### config.mk
export PLATFORM = sky130hd
export DESIGN_NAME = reg_file_rename
export DESIGN_NICKNAME = d
export VERILOG_FILES = /design/src/rtl/reg_file_rename_pkg.sv /design/src/rtl/reg_file_rename_rf_read_port.sv /design/src/rtl/reg_file_rename.sv
export SDC_FILE = /design/constraint.sdc
export NUM_CORES = 2
export LEC_CHECK = 0
export BUFFER_PORTS_ARGS = -buffer_cell sky130_fd_sc_hd__buf_2
export CAP_MARGIN = 30
export CORE_MARGIN = 2
export CORE_UTILIZATION = 34
export DETAILED_ROUTE_END_ITERATION = 12
export SETUP_SLACK_MARGIN = 0.4
export SYNTH_ARGS = -nofsm -noshare
export SYNTH_HDL_FRONTEND = slang
export SYNTH_HIERARCHICAL = 1
export SYNTH_SLANG_ARGS = --single-unit
### constraint.sdc
create_clock -name clk -period 12.4 [get_ports clk]
set_input_delay 2.48 -clock clk [delete_from_list [all_inputs] [get_ports clk]]
set_output_delay 2.48 -clock clk [all_outputs]
set_load 0.005 [all_outputs]
### src/rtl/reg_file_rename_pkg.sv
`default_nettype none
// ============================================================================
// Module      : reg_file_rename_pkg
// Description : Shared widths and constants for the renamed register file.
//               XLEN      - data width
//               REG_NUM   - architectural register count (x0 hardwired zero)
//               REG_IDX_W - register index width
//               ROB_IDX_W - ROB id / rename tag width
//               TAG_NONE  - tag value meaning "register value is valid"
// Revision    : 1.0 - initial release
// ============================================================================
package reg_file_rename_pkg;

    localparam int XLEN      = 32;
    localparam int REG_NUM   = 32;
    localparam int REG_IDX_W = 5;
    localparam int ROB_IDX_W = 5;

    localparam logic [ROB_IDX_W-1:0] TAG_NONE = '0;

endpackage : reg_file_rename_pkg
`default_nettype wire

### src/rtl/reg_file_rename_rf_read_port.sv
`default_nettype none
// ============================================================================
// Module      : reg_file_rename_rf_read_port
// Description : One operand read port with commit bypass. Returns the stored
//               value/tag, unless the ROB is committing the exact producer
//               this register is waiting on, in which case the committed
//               value is forwarded and the operand reported ready.
// Ports       : rs            in  source register index
//               reg_val       in  stored value of reg[rs]
//               reg_tag       in  stored tag of reg[rs]
//               commit_valid  in  ROB commit this cycle
//               commit_rd     in  committed destination
//               commit_res    in  committed value
//               commit_dep    in  ROB id of committing entry
//               val           out operand value
//               q             out operand tag (TAG_NONE = ready)
// Revision    : 1.0 - initial release
// ============================================================================
module reg_file_rename_rf_read_port
    import reg_file_rename_pkg::*;
(
    input  logic [REG_IDX_W-1:0] rs,
    input  logic [XLEN-1:0]      reg_val,
    input  logic [ROB_IDX_W-1:0] reg_tag,
    input  logic                 commit_valid,
    input  logic [REG_IDX_W-1:0] commit_rd,
    input  logic [XLEN-1:0]      commit_res,
    input  logic [ROB_IDX_W-1:0] commit_dep,
    output logic [XLEN-1:0]      val,
    output logic [ROB_IDX_W-1:0] q
);

    logic w_bypass;

    // Forward only when the commit is the producer this register waits on;
    // a commit from an older producer is superseded by a younger rename.
    assign w_bypass = commit_valid && (commit_rd == rs) && (rs != '0) &&
                      (reg_tag == commit_dep);

    always_comb begin
        val = reg_val;
        q   = reg_tag;
        if (w_bypass) begin
            val = commit_res;
            q   = TAG_NONE;
        end
    end

endmodule : reg_file_rename_rf_read_port
`default_nettype wire

### src/rtl/reg_file_rename.sv
`default_nettype none
// ============================================================================
// Module      : reg_file_rename
// Description : Architectural register file with per-register rename tags.
//               Consumes ROB commits, serves dispatcher renames and two
//               combinational operand reads with commit bypass.
// Ports       : clk, rst_n (sync, active-low), rdy (global enable),
//               flush (clear all tags, drop rename, keep commit),
//               commit_valid/commit_rd/commit_res/commit_dep (ROB commit),
//               rename_valid/rename_rd/rename_rob_id (dispatcher rename),
//               rs1/rs2 -> val1/q1, val2/q2 (combinational reads)
// Revision    : 1.0 - initial release
// ============================================================================
module reg_file_rename
    import reg_file_rename_pkg::*;
(
    input  logic                 clk,
    input  logic                 rst_n,
    input  logic                 rdy,
    input  logic                 flush,
    input  logic                 commit_valid,
    input  logic [REG_IDX_W-1:0] commit_rd,
    input  logic [XLEN-1:0]      commit_res,
    input  logic [ROB_IDX_W-1:0] commit_dep,
    input  logic                 rename_valid,
    input  logic [REG_IDX_W-1:0] rename_rd,
    input  logic [ROB_IDX_W-1:0] rename_rob_id,
    input  logic [REG_IDX_W-1:0] rs1,
    input  logic [REG_IDX_W-1:0] rs2,
    output logic [XLEN-1:0]      val1,
    output logic [XLEN-1:0]      val2,
    output logic [ROB_IDX_W-1:0] q1,
    output logic [ROB_IDX_W-1:0] q2
);

    logic [XLEN-1:0]      r_regs [REG_NUM];
    logic [ROB_IDX_W-1:0] r_tags [REG_NUM];

    logic w_commit_en;
    logic w_rename_en;

    assign w_commit_en = rdy && commit_valid && (commit_rd != '0);
    assign w_rename_en = rdy && rename_valid && (rename_rd != '0) && !flush;

    // Statement order matters: flush clear, then commit tag release, then
    // rename. A later assignment to the same tag wins, so a same-cycle rename
    // overrides the commit's release.
    always_ff @(posedge clk) begin
        if (!rst_n) begin
            for (int i = 0; i < REG_NUM; i++) begin
                r_regs[i] <= '0;
                r_tags[i] <= TAG_NONE;
            end
        end else if (rdy) begin
            if (flush) begin
                for (int i = 0; i < REG_NUM; i++) begin
                    r_tags[i] <= TAG_NONE;
                end
            end
            if (w_commit_en) begin
                r_regs[commit_rd] <= commit_res;
                // Only release the tag if no younger rename has replaced it.
                if (r_tags[commit_rd] == commit_dep) begin
                    r_tags[commit_rd] <= TAG_NONE;
                end
            end
            if (w_rename_en) begin
                r_tags[rename_rd] <= rename_rob_id;
            end
        end
    end

    reg_file_rename_rf_read_port u_rd_port1 (
        .rs           (rs1),
        .reg_val      (r_regs[rs1]),
        .reg_tag      (r_tags[rs1]),
        .commit_valid (commit_valid),
        .commit_rd    (commit_rd),
        .commit_res   (commit_res),
        .commit_dep   (commit_dep),
        .val          (val1),
        .q            (q1)
    );

    reg_file_rename_rf_read_port u_rd_port2 (
        .rs           (rs2),
        .reg_val      (r_regs[rs2]),
        .reg_tag      (r_tags[rs2]),
        .commit_valid (commit_valid),
        .commit_rd    (commit_rd),
        .commit_res   (commit_res),
        .commit_dep   (commit_dep),
        .val          (val2),
        .q            (q2)
    );

endmodule : reg_file_rename
`default_nettype wire

==> summary.txt <==
Run status
  • Status: complete, no violations

Cells and area
  • Nets: 4,062
  • Storage cell area: 0.03555 mm2
  • Area Growth Syn to Fin: 11.83%
  • Fraction of layout instances using a drive strength above 1: 33.24%
  • Layout fillers: 17,430
  • Most frequent cells in the layout: 1,184 x edfxtp_1, 1,160 x and2_1, 740 x mux4_2
  • Multi-input gate area: 0.02905 mm2
  • Fin util: 38.18%
  • Cell area after layout: 0.07330 mm2
  • Most common cell after layout, fill and taps aside: edfxtp_1

Setup path
  • CP max FO: 129
  • Worst EP required: 9.92 ns
  • Crit end category: output pin
  • Worst flop-to-flop path endpoint: r_tags[18][3]
  • Worst reg-to-reg path cell count: 7
  • Crit start category: primary input
  • Crit Reg-Reg Startpoint: r_tags[19][0]
  • R2r setup slk: 8.45 ns
  • Arrival time at the worst endpoint: 6.90 ns
  • Type of the worst setup path: in -> out

Synthesis
  • Asr flop ratio synth: 0%
  • Syn Area/Cell: 16.35 um2
  • Dominant cells by area after synthesis: edfxtp_1 54%, mux4_2 25%, and2_1 11%
  • YS warnings: 6
  • Unique masters post-synth: 47
  • Register area share after synthesis: 54.24%
  • Synth area leader: edfxtp_1
  • Top_reg_cell synth: edfxtp_1
  • Yosys reg bits: 1,184
  • Number of synthesized flops with an enable pin: 1,184
  • Synthesized area: 0.06555 mm2
  • Area share of the largest cell type after synthesis: 54.24%
  • Synth Instances: 4,010

Global route
  • Initial antenna violation count: 19
  • Pin count of the biggest net entering global routing: 130
  • Total grt overflow: 0
  • Via count of the first global-routing pass: 40,250
  • First-pass GRT wire length: 316.5 mm
  • All-Layer GR Usage: 22.86%

Timing
  • Fmax: 0.1066 GHz
  • Max-slew headroom: 26.05%
  • Final setup margin: 3.020 ns
  • Clk_skew: 0.03338 ns
  • Final period utilization: 75.64%
  • Hold Fails Final Rpt: 0
  • RSZ-0062 raised after global routing: false
  • Slew Limit Fails: 0
  • Final setup violation count: 0
  • Min Clock Period, post-route: 9.380 ns
  • Slew @ Worst Pin: 1.101 ns
  • Setup TNS: 0 ns

Drt
  • Starting DRC count in detailed routing: 5,565
  • Router iterations before antenna repair: 6
  • Via count: 39,290
  • # DRC: 0
  • Routed length per instance: 34.30 um
  • Routed Antenna Nets: 0
  • Total wire length after detailed routing: 227.0 mm
  • DR vias/cell: 5.937

Clock network
  • Clock Sinks: 1,184
  • Num CTS Buffers: 117
  • Clock Path Buffers: 3
  • CTS H-Tree Depth: 3
  • Clock latency on the worst-skew pair: 0.76 ns
  • Root Buffer: clkbuf_16
  • Post-CTS sizing: 0
  • Postcts setup bufs: 0
  • Hold buffer count at cts: 0
  • CTS tree: built
  • Worst-path clk slew: 0.06 ns

Power
  • Power Dens Cells: 131.6 mW/mm2
  • Worst VDD drop: 0.1601 mV
  • Leakage: 24.64 nW
  • Total power: 9.649 mW

Hold path
  • Worst Hold Depth: 7
  • Hold EP: r_tags[7][0]
  • Hold path startpoint: r_tags[31][3]
  • Hold Crit Class: reg -> reg

Floorplanning
  • Die Wd: 443.1 um
  • Rows: 161
  • Initial Utilization: 34.14%
  • Die area: 0.1963 mm2
  • Die height: 443.1 um
  • Core region area: 0.1920 mm2
  • IO Count: 142

Flow run
  • Max Cap Viol: 0

Placed design
  • Placement Setup Slack: 3.012 ns
  • Post-DP Area: 0.06954 mm2
  • Dpl hpwl: 125.7 mm
  • Gpl congestion: 0.9416
  • IO buf count: 141
[sequential cells by signal, indices dropped and copies added, names as in the netlist]
register,flops
r_regs,1024
r_tags,160
[synthesized netlist by cell type (2+ instances only)]
| cell type | number |
|---|---|
| nand3_1 | 7 |
| and2_1 | 1160 |
| nor2b_1 | 7 |
| nor2_1 | 71 |
| inv_1 | 3 |
| nor4_2 | 4 |
| nor4_4 | 2 |
| o21ai_0 | 31 |
| xnor2_1 | 2 |
| a21oi_1 | 3 |
| buf_2 | 14 |
| a311o_1 | 15 |
| edfxtp_1 | 1184 |
| mux2i_1 | 80 |
| nand4_1 | 2 |
| mux4_2 | 740 |
| o22ai_1 | 40 |
| nand2b_1 | 9 |
| nand4bb_1 | 5 |
| nor4_1 | 11 |
| buf_6 | 6 |
| a21o_1 | 2 |
| a211o_1 | 16 |
| and3_1 | 7 |
| nand4b_1 | 5 |
| mux2_4 | 50 |
| clkbuf_1 | 331 |
| buf_1 | 58 |
| nand2_1 | 16 |
| xor2_1 | 16 |
| or4b_4 | 3 |
| mux2_2 | 88 |
| o2111ai_4 | 2 |
| buf_4 | 7 |
[kinds of logic after synthesis]
logic type      count (synthesis)  synth area share, %
simple gates                 1319                12.46
flops                        1184                54.24
mux                           958                29.30
buf+inv                       419                2.535
compound gates                111                1.210
xor+xnor                       18               0.2405
other cells                     1             0.005721
[worst max-delay path by stage]
stage,start,end,cells after the start
after floorplan,rs2[0],val2[26],11
after global placement,rs2[0],val2[1],11
after detailed placement,rs2[0],val2[3],11
after CTS,rs2[0],val2[3],11
after global routing,rs2[0],val2[5],11
final,rs2[1],val2[15],11
[final cells by class]
type / count / area share, %
antenna: 5 / 0.01707
clock buffer: 143 / 4.185
clock inverter: 68 / 0.8995
inverter: 3 / 0.01536
multi-input combinational: 2443 / 39.63
sequential: 1184 / 48.50
tap: 2526 / 4.312
timing repair buffer: 245 / 2.437
[critical path, stage by stage]
cell	delay [ns]
buf_8	0.46
buf_12	0.71
mux4_2	0.42
mux4_2	0.45
mux2_2	0.30
xor2_1	0.15
nor4_2	0.38
o2111ai_4	0.25
buf_4	0.42
mux2_4	0.38
buf_2	0.14
[stage by stage]
| stage | instances | hold slack (ns) |
|---|---|---|
| 2_1_floorplan | 4046 | 1.433 |
| 3_3_place_gp | 6391 | 1.693 |
| 3_5_place_dp | 6400 | 1.699 |
| 4_1_cts | 6611 | 1.692 |
| 5_1_grt | 6613 | 1.787 |
| 6_report | 6617 | 1.711 |
[power breakdown]
group / leakage (nW) / switching (mW) / internal [mW] / total, mW
combinational: 11.5 / 0.739 / 0.619 / 1.36
clock: 1.80 / 1.60 / 1.94 / 3.54
sequential: 11.4 / 0.122 / 4.62 / 4.75
[layer usage]
metal / vias to the layer above / routed length (um) / track usage [%] / part of all wire, %
met2: 2265 / 112400 / 38.52 / 50
met4: 4 / 13720 / 12.48 / 6.0
met3: 525 / 20160 / 4.057 / 8.9
li1: 15640 / - / - / -
met1: 20860 / 80640 / 27.86 / 36
met5: - / 17 / 0 / 0.0075
Note: power is estimated with default switching activity, not from simulation.
